--- config.mk ---
export PLATFORM = sky130hd
export DESIGN_NAME = dma_rx_byte_unpacker
export DESIGN_NICKNAME = d
export VERILOG_FILES = /design/src/rtl/ahb3lite_pkg.sv /design/src/rtl/dma_rx_word_fifo.sv /design/src/rtl/dma_rx_byte_unpacker.sv
export SDC_FILE = /design/constraint.sdc
export NUM_CORES = 1
export LEC_CHECK = 0
export CAP_MARGIN = 40
export CORE_AREA = 2 2 196 198
export DETAILED_ROUTE_END_ITERATION = 10
export DIE_AREA = 0 0 198 200
export PLACE_DENSITY_LB_ADDON = 0.15
export SETUP_SLACK_MARGIN = 0.05
export SYNTH_ARGS = -nofsm -noshare
export SYNTH_HDL_FRONTEND = slang
export SYNTH_SLANG_ARGS = --single-unit
--- constraint.sdc ---
create_clock -name HCLK -period 4 [get_ports HCLK]
set_clock_uncertainty 0.2 [all_clocks]
set_input_delay 0.6 -clock HCLK [delete_from_list [all_inputs] [get_ports HCLK]]
set_output_delay 0.6 -clock HCLK [all_outputs]
set_load 0.005 [all_outputs]
--- src/rtl/ahb3lite_pkg.sv ---
// rtl/ahb3lite_pkg.sv - shared types and constants for the DMA receive path
package ahb3lite_pkg;

   typedef enum logic [1:0] {
      RX_IDLE,
      RX_ARMED,
      RX_UNPACK,
      RX_DONE
   } rx_state_t;

   localparam int RX_MAX_LEN = 63;

   // Number of 32-bit words needed to carry len bytes (rounds up)
   function automatic logic [4:0] rx_words_for_len(input logic [5:0] len);
      logic [6:0] w_sum;
      w_sum = {1'b0, len} + 7'd3;
      return w_sum[6:2];
   endfunction

endpackage

--- src/rtl/dma_rx_word_fifo.sv ---
// rtl/dma_rx_word_fifo.sv - word FIFO between the DMA read master and the byte unpacker
module dma_rx_word_fifo #(
   parameter int DEPTH = 16,
   localparam int AW = $clog2(DEPTH)
) (
   input  logic          HCLK,
   input  logic          HRESETn,
   input  logic          i_push,
   input  logic [31:0]   i_wdata,
   input  logic          i_pop,
   output logic [31:0]   o_rdata,
   output logic          o_full,
   output logic          o_empty,
   output logic [AW:0]   o_count
);

   logic [31:0] r_mem [DEPTH];
   logic [AW:0] r_wr_ptr;
   logic [AW:0] r_rd_ptr;
   logic        w_wr_en;
   logic        w_rd_en;

   // A pop in the same cycle frees a slot, so a push into a full FIFO is accepted then
   assign w_rd_en = i_pop && !o_empty;
   assign w_wr_en = i_push && (!o_full || w_rd_en);

   assign o_empty = (r_wr_ptr == r_rd_ptr);
   assign o_full  = (r_wr_ptr[AW] != r_rd_ptr[AW]) && (r_wr_ptr[AW-1:0] == r_rd_ptr[AW-1:0]);
   assign o_count = r_wr_ptr - r_rd_ptr;
   assign o_rdata = r_mem[r_rd_ptr[AW-1:0]];

   // Storage array; contents are don't-care until written
   always_ff @(posedge HCLK) begin
      if (w_wr_en) begin
         r_mem[r_wr_ptr[AW-1:0]] <= i_wdata;
      end
   end

   // Extra-MSB pointers distinguish full from empty and wrap naturally at DEPTH
   always_ff @(posedge HCLK or negedge HRESETn) begin
      if (!HRESETn) begin
         r_wr_ptr <= '0;
         r_rd_ptr <= '0;
      end else begin
         if (w_wr_en) r_wr_ptr <= r_wr_ptr + 1'b1;
         if (w_rd_en) r_rd_ptr <= r_rd_ptr + 1'b1;
      end
   end

endmodule

--- src/rtl/dma_rx_byte_unpacker.sv ---
// rtl/dma_rx_byte_unpacker.sv - buffers DMA read words and unpacks them into a byte stream
module dma_rx_byte_unpacker
   import ahb3lite_pkg::*;
#(
   parameter int DEPTH = 16,
   localparam int AW = $clog2(DEPTH),
   localparam int LEN_W = $clog2(RX_MAX_LEN + 1)
) (
   input  logic             HCLK,
   input  logic             HRESETn,
   input  logic             i_cmd_start,
   input  logic [LEN_W-1:0] i_buffer_length,
   input  logic [31:0]      i_hrdata,
   input  logic             i_hrdata_en,
   output logic [7:0]       o_byte,
   output logic             o_byte_valid,
   input  logic             i_byte_ready,
   output logic             o_busy,
   output logic             o_rx_done,
   output logic             o_overflow,
   output logic             o_proto_err
);

   rx_state_t        r_state;
   logic [4:0]       r_exp_words;
   logic [4:0]       r_words_rcvd;
   logic [LEN_W-1:0] r_bytes_left;
   logic [31:0]      r_shreg;
   logic [1:0]       r_byte_idx;
   logic             r_overflow;
   logic             r_proto_err;
   logic             r_rx_done;

   logic             w_full;
   logic             w_empty;
   logic [AW:0]      w_fifo_count;
   logic [31:0]      w_fifo_rdata;
   logic             w_push;
   logic             w_pop;
   logic             w_capture_win;
   logic             w_word_expected;
   logic             w_drop_ovf;
   logic             w_drop_proto;
   logic             w_start_ok;
   logic             w_start_bad;
   logic             w_handshake;
   logic [LEN_W-1:0] w_bytes_next;
   logic             w_word_end;

   assign w_capture_win   = (r_state == RX_ARMED) || (r_state == RX_UNPACK);
   assign w_word_expected = (r_words_rcvd < r_exp_words);
   assign w_start_ok      = i_cmd_start && (r_state == RX_IDLE);
   assign w_start_bad     = i_cmd_start && (r_state != RX_IDLE);

   assign w_handshake  = (r_state == RX_UNPACK) && i_byte_ready;
   assign w_bytes_next = r_bytes_left - 1'b1;
   assign w_word_end   = w_handshake && (r_byte_idx == 2'd3) && (w_bytes_next != '0);

   // Refill the shift register when waiting for data, or back-to-back at the end of a word
   assign w_pop = !w_empty && ((r_state == RX_ARMED) || w_word_end);

   assign w_push       = i_hrdata_en && w_capture_win && w_word_expected && (!w_full || w_pop);
   assign w_drop_ovf   = i_hrdata_en && w_capture_win && w_word_expected && w_full && !w_pop;
   assign w_drop_proto = i_hrdata_en && (!w_capture_win || !w_word_expected);

   assign o_byte       = r_shreg[7:0];
   assign o_byte_valid = (r_state == RX_UNPACK);
   assign o_busy       = (r_state == RX_ARMED) || (r_state == RX_UNPACK);
   assign o_rx_done    = r_rx_done;
   assign o_overflow   = r_overflow;
   assign o_proto_err  = r_proto_err;

   dma_rx_word_fifo #(.DEPTH(DEPTH)) u_fifo (
      .HCLK    (HCLK),
      .HRESETn (HRESETn),
      .i_push  (w_push),
      .i_wdata (i_hrdata),
      .i_pop   (w_pop),
      .o_rdata (w_fifo_rdata),
      .o_full  (w_full),
      .o_empty (w_empty),
      .o_count (w_fifo_count)
   );

   // Word accounting and sticky error flags; a flag set wins over a same-cycle start clear
   always_ff @(posedge HCLK or negedge HRESETn) begin
      if (!HRESETn) begin
         r_exp_words  <= '0;
         r_words_rcvd <= '0;
         r_overflow   <= 1'b0;
         r_proto_err  <= 1'b0;
      end else begin
         if (w_start_ok) begin
            r_exp_words  <= rx_words_for_len(i_buffer_length);
            r_words_rcvd <= '0;
            r_overflow   <= 1'b0;
            r_proto_err  <= 1'b0;
         end else if (w_push || w_drop_ovf) begin
            r_words_rcvd <= r_words_rcvd + 5'd1;
         end
         if (w_drop_ovf) r_overflow <= 1'b1;
         if (w_drop_proto || w_start_bad) r_proto_err <= 1'b1;
      end
   end

   // Transfer FSM: fetch word, shift out bytes little-endian, finish on length or lost data
   always_ff @(posedge HCLK or negedge HRESETn) begin
      if (!HRESETn) begin
         r_state      <= RX_IDLE;
         r_bytes_left <= '0;
         r_shreg      <= '0;
         r_byte_idx   <= '0;
         r_rx_done    <= 1'b0;
      end else begin
         r_rx_done <= (r_state == RX_DONE);
         case (r_state)
            RX_IDLE: begin
               if (w_start_ok) begin
                  r_bytes_left <= i_buffer_length;
                  r_byte_idx   <= '0;
                  r_state      <= (i_buffer_length == '0) ? RX_DONE : RX_ARMED;
               end
            end
            RX_ARMED: begin
               if (!w_empty) begin
                  r_shreg    <= w_fifo_rdata;
                  r_byte_idx <= '0;
                  r_state    <= RX_UNPACK;
               end else if (r_overflow && !w_word_expected && (w_fifo_count == '0)) begin
                  // Dropped words mean the byte count can never be reached
                  r_state <= RX_DONE;
               end
            end
            RX_UNPACK: begin
               if (w_handshake) begin
                  r_bytes_left <= w_bytes_next;
                  if (w_bytes_next == '0) begin
                     r_state <= RX_DONE;
                  end else if (r_byte_idx == 2'd3) begin
                     r_byte_idx <= '0;
                     if (!w_empty) begin
                        r_shreg <= w_fifo_rdata;
                     end else begin
                        r_state <= RX_ARMED;
                     end
                  end else begin
                     r_shreg    <= {8'h00, r_shreg[31:8]};
                     r_byte_idx <= r_byte_idx + 2'd1;
                  end
               end
            end
            RX_DONE: begin
               r_state <= RX_IDLE;
            end
            default: begin
               r_state <= RX_IDLE;
            end
         endcase
      end
   end

endmodule
==> results.txt, run 1 <==
- Layout Area Growth over Synthesis: 13.9%
- Traced cell by cell, the critical path runs through inv_2 > ha_1 > and4_1 > or3b_2 > a41o_1 > and2_1 > and3_2 > buf_12.
- The number of hold buffers added after CTS was 1.
- Peak supply drop: 0.757 mV
- Max Cap Violations: 0
- After clock tree synthesis, the repair step resized 0 gates.
- Layout Nets: 1333
- Required time reported for the critical path endpoint: 4.15 ns
- Most used DFF post-synth: sky130_fd_sc_hd__edfxtp_1
- Kind of capture point of the worst setup path: flip-flop
* Cell area after technology mapping: 23100 sq um
- In this run the clock root is driven by a sky130_fd_sc_hd__clkbuf_16.
- STA classifies the critical path startpoint as a flip-flop.
- Static leakage: 8.72 nW
- Final Max Slew Viols: 0
- Register Area: 17000 sq um
* Avg Vias per Cell: 6.41
- Overflow after GRT: 0
- Portion of total power attributed to sequential cells: 39.8%
* Overall die height: 200 um
- At the end of routability-driven placement, the weighted congestion stood at 0.812.
- Combinational logic is responsible for 32.7% of the overall power.
* Cell Pwr Density: 730 nW/um^2
* CTS clock-pin slew for the worst setup and hold paths: 0.06 ns
* Sinks on Clock Net: 577
* Mean area per synthesized cell: 19.5 sq um
- The internal power of the cells totals 13.2 mW.
- At the pin with the least slew margin, the transition time is 0.898 ns.
* Kind of critical path: flip-flop to flip-flop
- For this configuration, the core starts out at a cell density of 61.7%.
- Summing all multi-input logic gate instances after layout gives 5700 sq um.
- The floorplan step defined a die boundary enclosing 39600 sq um.
* Largest net degree at the start of global routing: 118
- Setup violations remaining at the end of the flow were counted as 0.
* Synth unique cells: 51
- Pre-antenna DRT Iters: 5
* Largest fanout of any net on the critical path: 22
* Post-detailed-routing wire length: 51300 um
- Largest incremental delay on the critical path: 0.52 ns
- Die X: 198 um
* H-tree depth reported by CTS: 2
- Slowest cell on crit path: sky130_fd_sc_hd__dfrtp_1
- Share of power burned in the clock network: 27.4%
- First DRT Iteration DRCs: 1247
* RSZ-0062 raised after global routing: no
- In this run the tool buffered the top-level ports with 55 buffer cells.
* Final worst-path cycle share: 85.1%
- On the critical path the largest part of the delay comes from simple AND/OR/NAND/NOR gates.
* Max-Slew Margin vs Limit: 40.1%
* Seq cells post-synth: 577
- For this run, the register share of the synthesized area comes to 73.7%.
* CTS tree: built
- After synthesis, the share of flip-flops with an asynchronous set or reset is 11.3%.
- Number of fill cells: 2278
* Endpoint arrival time on the critical path: 3.56 ns
- After detailed routing, the average wire length per cell comes to 28.0 um.
- For the finished layout, the period the worst path requires is 3.41 ns.
* Row cnt: 71
* Number of global-route vias before repair: 12008
- Crit path buf inv count: 2
* # diodes: 0
- For the worst-skew pair, the clock arrives at the later sink with an insertion delay of 0.60 ns.
- Status: finished clean
- With fillers left out, the area of the finished cells amounts to 26300 sq um.
- Maximum clock insertion buffer count: 3
* Synth warn: 0
- Net switching power: 5.96 mW
* Layout cells sized above 1: 22.7%
- Cts bufs inserted: 57
- # Post-CTS Setup Buffers: 0
* Half-perimeter wire length after placement: 29700 um
- Post-placement cell area: 24400 sq um
- Number of flops mapped to enable cells by yosys: 512
- For the final routed database, the setup TNS stands at 0 ns.
- The path class of the tightest hold or removal check is primary input to asynchronous set/reset pin.
* Switching power as a share of total power: 31.1%
- Final Hold Fails: 0
* Antenna violations before repair: 1
* Syn Nets: 1249
* Post-route antenna net violation count: 0
- The detailed router placed 11718 vias in this run.
- Total global-route track usage: 27.3%
* DR DRC count: 0
* Post-Syn Instances: 1185
* Wire length of the first global-routing pass: 77000 um
* Peak clock frequency supported by timing: 294 MHz
- Cells fill 70.3% of the core in the end.
- The core region is 37400 sq um.
- Number of primary I/O pins: 56
==> path summary, 6_finish.rpt <==
| path | slack (ns) | from | endpoint | depth (start not counted) |
|---|---|---|---|---|
| hold reg to reg | 0.29 | u_fifo.r_wr_ptr[4] | u_fifo.r_wr_ptr[4] | 1 |
| min in group HCLK | 0.29 | u_fifo.r_wr_ptr[4] | u_fifo.r_wr_ptr[4] | 1 |
| setup reg to reg | 0.59 | u_fifo.r_rd_ptr[2] | u_fifo.r_mem[13][30] | 8 |
| setup / recovery | 0.59 | u_fifo.r_rd_ptr[2] | u_fifo.r_mem[13][30] | 8 |
| max in group asynchronous | 2.72 | HRESETn | u_fifo.r_rd_ptr[1] | 3 |
| hold / removal | 0.28 | HRESETn | r_shreg[4] | 2 |
==> through the flow <==
stage	cells	power, mW	worst slack, ns	hold WS [ns]
after floorplan	1185	12.1	0.298	0.104
after global placement	1717	13.9	0.706	0.268
after detailed placement	1720	14.1	0.623	0.280
after CTS	1829	19.3	0.605	0.273
after global routing	1829	20.1	0.461	0.302
final	1829	19.2	0.594	0.283
==> layout make-up <==
type | count | share of cell area (%)
Clock inverter | 28 | 0.990
Tap cell | 511 | 2.43
Clock buffer | 80 | 6.03
Timing Repair Buffer | 93 | 3.92
Inverter | 15 | 0.214
Sequential cell | 577 | 64.7
Multi-Input combinational cell | 525 | 21.7
==> power by group through the flow <==
| stage | Combinational, mW | Clock, mW | Sequential [mW] |
|---|---|---|---|
| floorplan | 4.52 | 0 | 7.61 |
| global placement | 6.16 | 0 | 7.72 |
| detailed placement | 6.30 | 0 | 7.76 |
| CTS | 6.35 | 5.34 | 7.64 |
| global route | 6.82 | 5.56 | 7.70 |
| finish | 6.28 | 5.26 | 7.64 |
==> cell usage in the layout (no fill, tap or decap), drive strengths merged, types with 4 or more instances in the layout <==
cell type and n:
xor2 4, o22a 31, ha 21, a21oi 33
o21ai 22, o211ai 13, nand2 30, nand3 13
xnor2 11, buf 38, nor2 58, mux2i 25
mux4 128, inv 16, clkbuf 80, bufinv 5
dfrtp 65, a31oi 7, nor2b 5, a221oi 24
clkinv 20, clkdlybuf4s50 54, mux2 25, o221ai 6
and2 8, o22ai 7, and3 18, edfxtp 512
nand2b 4
==> flip-flops by register name, indices dropped and copies added (netlist names) <==
register / count
u_fifo.r_mem: 512
r_shreg: 32
r_bytes_left: 6
r_exp_words: 5
r_words_rcvd: 5
u_fifo.r_rd_ptr: 5
u_fifo.r_wr_ptr: 5
r_byte_idx: 2
r_state: 2
o_overflow: 1
o_proto_err: 1
o_rx_done: 1
==> cells by family after synthesis <==
logic type / count (synthesis) / synth area share (%)
fa+ha+maj: 21 / 1.14
compound gates: 160 / 4.95
simple gates: 151 / 3.14
flops: 577 / 73.7
xor+xnor: 15 / 0.569
mux: 178 / 14.8
buf+inv: 83 / 1.71
==> routing by layer <==
metal,share of wire [%],up-vias,global-route usage [%],routed length [um]
met5,0,-,0,0
met4,2.3,0,7.46,1160
met3,8.2,76,6.15,4190
met2,49,493,44.2,25100
met1,41,6111,38.3,20800
li1,-,5038,-,-
==> synthesized netlist by cell type, types with 6 or more instances <==
library cell | number | area [sq um]
sky130_fd_sc_hd__edfxtp_1 | 512 | 15400
sky130_fd_sc_hd__mux4_2 | 128 | 2880
sky130_fd_sc_hd__dfrtp_1 | 65 | 1630
sky130_fd_sc_hd__nor2_1 | 58 | 218
sky130_fd_sc_hd__a21oi_1 | 33 | 165
sky130_fd_sc_hd__clkbuf_1 | 32 | 120
sky130_fd_sc_hd__o22a_1 | 31 | 272
sky130_fd_sc_hd__nand2_1 | 30 | 113
sky130_fd_sc_hd__mux2_2 | 25 | 282
sky130_fd_sc_hd__mux2i_1 | 25 | 250
sky130_fd_sc_hd__a221oi_1 | 23 | 201
sky130_fd_sc_hd__o21ai_0 | 22 | 110
sky130_fd_sc_hd__ha_1 | 21 | 263
sky130_fd_sc_hd__and3_1 | 18 | 113
sky130_fd_sc_hd__buf_2 | 15 | 75.1
sky130_fd_sc_hd__inv_1 | 14 | 52.6
sky130_fd_sc_hd__buf_4 | 13 | 97.6
sky130_fd_sc_hd__nand3_1 | 13 | 65.1
sky130_fd_sc_hd__o211ai_1 | 13 | 97.6
sky130_fd_sc_hd__xnor2_1 | 11 | 96.3
sky130_fd_sc_hd__and2_1 | 8 | 50.1
sky130_fd_sc_hd__a31oi_1 | 7 | 43.8
sky130_fd_sc_hd__o22ai_1 | 7 | 43.8
sky130_fd_sc_hd__o221ai_1 | 6 | 52.6
Note: power is estimated with default switching activity, not from simulation.
==> run 2: changes to the inputs <==
CORE_AREA = 2 2 197 199   (was 2 2 196 198)
DIE_AREA = 0 0 199 201   (was 0 0 198 200)
SYNTH_HIERARCHICAL = 1   (was not set)
==> results.txt, run 2 <==
- CTS tree: built
- Wire segments on met3 add up to 4810 um in the final route.
* Routability congestion estimate from global placement: 0.827
- The final critical path takes up 90.7% of the cycle.
- The tool flagged a number of max-cap violations equal to 0.
- Endpoint arrival time on the critical path: 3.64 ns
- RSZ-0062 raised after global routing: no
- In the synthesized netlist the dominant register cell turns out to be sky130_fd_sc_hd__edfxtp_1.
- Kind of launch point of the worst setup path: flip-flop
- The tightest min-delay check is of the flip-flop to flip-flop type.
- After the first detailed-routing iteration, the DRC count stood at 1224.
- In this run the static leakage power is 8.84 nW.
* Stages on the worst setup path: 10
- Peak clock frequency supported by timing: 276 MHz
- Slowest cell on crit path: sky130_fd_sc_hd__o31ai_1
* Top cells by instance count after synthesis: sky130_fd_sc_hd__edfxtp_1, sky130_fd_sc_hd__mux2i_1, sky130_fd_sc_hd__mux4_2, sky130_fd_sc_hd__dfrtp_1, sky130_fd_sc_hd__o21ai_1
- Row cnt: 72
- Peak supply drop: 0.434 mV
- For this run the aggregate overflow at the end of global routing stands at 0.
- Wire length of the first global-routing pass: 78800 um
- Core box area: 38100 sq um
- For this run, design rule violations remaining after detail routing come to 0.
- The register with the most flip-flops in the layout has 512 of them.
- The final layout contains 1345 nets.
- Seq cells post-synth: 577
* Vias: 12000
* Post-route antenna net violation count: 0
- The hold violation total from the final report was 0.
* Layout cells sized above 1: 17.6%
- In this run the count of I/O pins placed on the die edge is 56.
- Synth warn: 6
- Layout Area Growth over Synthesis: 12.9%
- Measured slew at the worst slew-check pin: 1.17 ns
* Number of input and output port buffers inserted: 55
- Counting stages on the worst path, the most repeated cell is sky130_fd_sc_hd__inv_1.
* Most frequent cell after synthesis: sky130_fd_sc_hd__edfxtp_1
- Setup violations remaining at the end of the flow were counted as 0.
- Max-Slew Margin vs Limit: 21.9%
* Total global-route track usage: 27.4%
- Among cell families on the critical path, the largest total delay comes from compound AO/OA/AOI/OAI gates.
- Top routing layer in use: met4
- Largest fanout of any net on the critical path: 32
- Half-perimeter wire length after placement: 32500 um
- WHS Path Cells: 2
- Most frequent standard cell in the layout excluding fill and tap cells: sky130_fd_sc_hd__edfxtp_1
- The run finished with clean final reports.
- STA classifies the critical path endpoint as a flip-flop.
- WL met1: 21700 um
* H-tree depth reported by CTS: 2
- The floorplan step defined a die boundary enclosing 40000 sq um.
* Seq/Total Area, Yosys: 73.4%
- The synthesized netlist occupies a cell area of 23200 sq um.
* Buffer type at the clock tree root: sky130_fd_sc_hd__clkbuf_16
- No sink is reached through more buffers than the 3 on the longest clock path.
- Crit path time final: 3.63 ns
- Post-Syn Instances: 1210
* Largest incremental delay on the critical path: 0.73 ns
* Worst R2R Path Depth: 10
* Pre-antenna DRT Iters: 5
- Final core utilization: 68.6%
- The critical path is of the flip-flop to flip-flop type.
- Met2 wire len: 25100 um
* Largest net degree at the start of global routing: 163
- In the final routed layout, each cell accounts on average for 28.6 um.
- Cell Pwr Density: 749 nW/um^2
- Top library cells by usage in the layout, fill and taps aside: sky130_fd_sc_hd__edfxtp_1, sky130_fd_sc_hd__mux2i_1, sky130_fd_sc_hd__mux4_2, sky130_fd_sc_hd__dfrtp_1, sky130_fd_sc_hd__clkbuf_16
- The critical path goes through inv_1 > ha_1 > xnor2_1 > nand3_1 > o2111ai_1 > a21o_1 > inv_1 > o31ai_1 > nor2_1 > and3_2.
- After clock tree synthesis, the setup repair step added 0 buffers.
* Setup total negative slack: 0 ns
- Counting every net in the synthesized netlist gives 1275.
- Clock-pin slew was measured on the worst setup and hold paths at 0.06 ns.
- By area the synthesized netlist is led by sky130_fd_sc_hd__edfxtp_1, sky130_fd_sc_hd__mux4_2, sky130_fd_sc_hd__dfrtp_1.
- A synthesized cell averages 19.2 sq um.
- Post-detailed-routing wire length: 52800 um
- Number of flops mapped to enable cells by yosys: 512
- Synth area leader: sky130_fd_sc_hd__edfxtp_1
* Crit path buf inv count: 2
* Number of global-route vias before repair: 12075
- Yosys mapped the design onto 62 distinct sky130hd cell types.
* Share of the synthesized area in the top cell type: 66.3%
- Clock Latency Late Sink: 0.61 ns
* Cts bufs inserted: 57
- Counting flops with an async set or reset pin after synthesis yields a share of 11.3%.
- Antenna violations before repair: 1
* Die X: 199 um
- For the worst setup path, the data required time is 4.02 ns.
- Sinks on Clock Net: 577
* Final Max Slew Viols: 0
- Using the TritonRoute via totals, the vias-per-cell ratio works out to 6.50.
* Overall die height: 201 um
- Post-CTS repair changed the size of 0 cells.
* Effective utilization at floorplan: 60.8%
[run 2: cells by family (layout without fill, tap and decap cells)]
kind of cell             Yosys count  in the layout  share of synthesized area [%]
AO/OA/AOI/OAI                    202            202                           6.21
XOR/XNOR                          19             19                          0.751
AND/OR/NAND/NOR                   93             93                           2.18
other                              0              2                              0
adder cells (fa/ha/maj)           22             22                           1.22
flip-flops                       577            577                           73.4
multiplexers                     200            200                           14.0
buffers and inverters             97            214                           2.27
[run 2: what timing repair did]
item,in CTS,in global routing
endpoints found under the setup margin,0,0
endpoints found under the hold margin,29,0
hold buffers,1,0
[run 2: layout make-up]
cell class | instances | area [sq um]
Tap cell | 518 | 648
Fill cell | 2449 | 12000
Clock buffer | 85 | 1640
Timing Repair Buffer | 87 | 858
Sequential cell | 577 | 17000
Clock inverter | 21 | 234
Antenna cell | 2 | 5.00
Inverter | 21 | 78.8
Multi-Input combinational cell | 536 | 5680
[run 2: power by group]
part,total [mW],switching (mW),internal (mW)
Combinational,6.73,3.96,2.76
Clock,5.28,2.14,3.15
Sequential,7.59,0.329,7.27
Total,19.6,6.43,13.2
[run 2: worst paths after layout]
check	start	to	slack, ns
worst min register to register	r_exp_words[2]	r_exp_words[2]	0.28
worst max-delay path	r_bytes_left[0]	u_fifo/r_mem[6][24]	0.37
worst min-delay path	r_exp_words[2]	r_exp_words[2]	0.28
min in group asynchronous	HRESETn	r_words_rcvd[4]	0.40
worst max register to register	r_bytes_left[0]	u_fifo/r_mem[6][24]	0.37
max in group asynchronous	HRESETn	u_fifo/r_rd_ptr[0]	2.15
[run 2: worst register-to-register path: stages, from the launching register on]
cell                        delay, ns
sky130_fd_sc_hd__dfrtp_1         0.42
sky130_fd_sc_hd__inv_1           0.10
sky130_fd_sc_hd__ha_1            0.25
sky130_fd_sc_hd__xnor2_1         0.22
sky130_fd_sc_hd__nand3_1         0.14
sky130_fd_sc_hd__o2111ai_1       0.19
sky130_fd_sc_hd__a21o_1          0.18
sky130_fd_sc_hd__inv_1           0.07
sky130_fd_sc_hd__o31ai_1         0.73
sky130_fd_sc_hd__nor2_1          0.16
sky130_fd_sc_hd__and3_2          0.59
[run 2: metrics by stage]
step | worst slack (ns) | instances | area (sq um) | total power, mW | hold WS (ns)
floorplan | 0.146 | 1210 | 23200 | 12.3 | 0.104
global route | 0.128 | 1845 | 26200 | 20.4 | 0.308
finish | 0.372 | 1847 | 26200 | 19.6 | 0.285
detailed placement | 0.352 | 1738 | 24300 | 14.3 | 0.275
global placement | 0.371 | 1737 | 24200 | 14.2 | 0.270
CTS | 0.434 | 1845 | 26200 | 19.6 | 0.288
[run 2: metal layers]
layer | GRT usage (%) | vias up
met2 | 41.7 | 526
met4 | 8.00 | 0
met5 | 0 | -
met3 | 6.74 | 77
met1 | 40.2 | 6280
li1 | - | 5117
==> run 3: changes to the inputs <==
SLEW_MARGIN = 20   (was not set)
==> results.txt, run 3 (synthesis gave the netlist of run 2 again) <==
- The flow ran to the end, but the final reports show violations.
- Failing checks: slew limit
- The cell that appears most often on the critical path is sky130_fd_sc_hd__inv_1.
* Number of input and output port buffers inserted: 55
* Avg Vias per Cell: 6.51
- Crit path time final: 3.64 ns
* Overall power of the completed layout: 19.7 mW
- Total global-route track usage: 27.4%
- CTS built an H-tree with a depth of 2.
- The area growth from synthesis to layout is 13.5%.
- Core box area: 38100 sq um
* Die X: 199 um
* Setup total negative slack: 0 ns
- Pin placement for this block handled 56 I/O pins.
- At the end of the flow, the number of nets in the layout was 1352.
* Antenna violations before repair: 1
- Leaving out fill and tap cells, the most frequent cell in the layout is sky130_fd_sc_hd__edfxtp_1.
- Post-route antenna net violation count: 0
* Overall die height: 201 um
- Entering global routing, the biggest net connects 163 pins.
- The worst pin sits at a relative slew slack of -3.49%.
- The worst setup path is launched from a flip-flop.
* Peak supply drop: 0.432 mV
* Peak clock frequency supported by timing: 275 MHz
- In this run the core area contains 72 standard-cell rows.
* Max FFs per register: 512
- The critical path crosses 10 cells after its start point.
- CTS tree: built
- DR DRC count: 0
- For this run the aggregate overflow at the end of global routing stands at 0.
- In this run the worst hold path is classified as flip-flop to flip-flop.
- Top library cells by usage in the layout, fill and taps aside: sky130_fd_sc_hd__edfxtp_1, sky130_fd_sc_hd__mux2i_1, sky130_fd_sc_hd__mux4_2, sky130_fd_sc_hd__dfrtp_1, sky130_fd_sc_hd__clkbuf_16
- The die covers 40000 sq um.
- The congestion estimate from routability-driven global placement came to 0.827.
* Pre-antenna DRT Iters: 5
- In the finished design, the share of the clock period the worst path needs comes to 91.0%.
* Largest incremental delay on the critical path: 0.73 ns
- Gate family responsible for the most delay along the worst path: compound AO/OA/AOI/OAI gates
* Kind of capture point of the worst setup path: flip-flop
- WHS Path Cells: 2
- Max Cap Violations: 0
- # Post-CTS Setup Buffers: 0
- Wire length of the first global-routing pass: 78800 um
- Sinks on Clock Net: 577
* Buffer type at the clock tree root: sky130_fd_sc_hd__clkbuf_16
* RSZ-0062 raised after global routing: no
- The hold violation total from the final report is 0.
- Effective utilization at floorplan: 60.8%
- Hold slack final: 0.285 ns
- Static leakage: 8.91 nW
* Final core utilization: 69.0%
- Final Max Slew Viols: 40
* Crit path buf inv count: 2
* Critical Path, Cell by Cell: inv_1 > ha_1 > xnor2_1 > nand3_1 > o2111ai_1 > a21o_1 > inv_1 > o31ai_1 > nor2_1 > and3_2
* Average wire length per cell after detail routing: 28.6 um
* Clock Latency Late Sink: 0.61 ns
* CTS clock-pin slew for the worst setup and hold paths: 0.06 ns
* Maximum clock insertion buffer count: 3
- At the worst endpoint, the required time is 4.04 ns.
* Number of instances resized during post-cts repair: 0
- Cell Pwr Density: 747 nW/um^2
- After routing the design area is 26300 sq um.
- Post-detailed-routing wire length: 53100 um
* First DRT Iteration DRCs: 1193
- Setup violations remaining at the end of the flow were counted as 0.
- Cells with a size suffix above 1 make up 18.1% of the layout.
- Slowest cell on crit path: sky130_fd_sc_hd__o31ai_1
- Vias: 12071
* Worst R2R Path Depth: 10
* Cts bufs inserted: 57
* Measured slew at the worst slew-check pin: 1.55 ns
- Endpoint arrival time on the critical path: 3.68 ns
- Detailed placement ended at an HPWL of 32500 um.
- Buffers inserted to repair hold after CTS numbered 1.
- Number of global-route vias before repair: 12075
* Post-placement cell area: 24300 sq um
- Kind of critical path: flip-flop to flip-flop
- Largest fanout of any net on the critical path: 32
==> run 3: cell count changes in the layout (fill, tap and decap cells not counted), sizes merged <==
cell	delta
buf	+7
==> run 3: final cells by class <==
cell class,instances,area (sq um)
multi-input cells,536,5680
inverters,21,78.8
fillers,2429,11800
repair buffers,94,1010
clock inverters,21,234
clock buffers,85,1640
diodes,2,5.00
well taps,518,648
flip-flops and latches,577,17000
==> run 3: per-stage QoR <==
stage	cells	worst slack, ns
4_1_cts	1845	0.434
3_5_place_dp	1738	0.352
6_report	1854	0.362
2_1_floorplan	1210	0.146
3_3_place_gp	1737	0.371
5_1_grt	1852	0.185
==> run 3: per-layer routing <==
| layer | part of all wire, % | vias up | track usage (%) |
|---|---|---|---|
| li1 | - | 5133 | - |
| met1 | 41 | 6301 | 40.2 |
| met2 | 47 | 556 | 41.7 |
| met3 | 9.3 | 81 | 6.74 |
| met4 | 2.4 | 0 | 8.00 |
| met5 | 0 | - | 0 |
==> run 3: where the power goes <==
group	switching [mW]	internal [mW]	total, mW
Clock	2.14	3.15	5.29
Sequential	0.330	7.26	7.59
Combinational	3.97	2.81	6.78
==> run 3: final timing paths <==
check / startpoint / end / slack [ns]
worst max register to register: r_bytes_left[0] / u_fifo/r_mem[8][23] / 0.36
worst min-delay path: r_exp_words[2] / r_exp_words[2] / 0.28
max in group asynchronous: HRESETn / u_fifo/r_rd_ptr[0] / 2.15
worst max-delay path: r_bytes_left[0] / u_fifo/r_mem[8][23] / 0.36
min in group asynchronous: HRESETn / r_words_rcvd[4] / 0.40
worst min register to register: r_exp_words[2] / r_exp_words[2] / 0.28
==> run 3: worst min-delay path, stage by stage (launching register included) <==
cell and delay, ns:
sky130_fd_sc_hd__dfrtp_1 0.35, sky130_fd_sc_hd__nand2_1 0.05, sky130_fd_sc_hd__o21ai_0 0.06
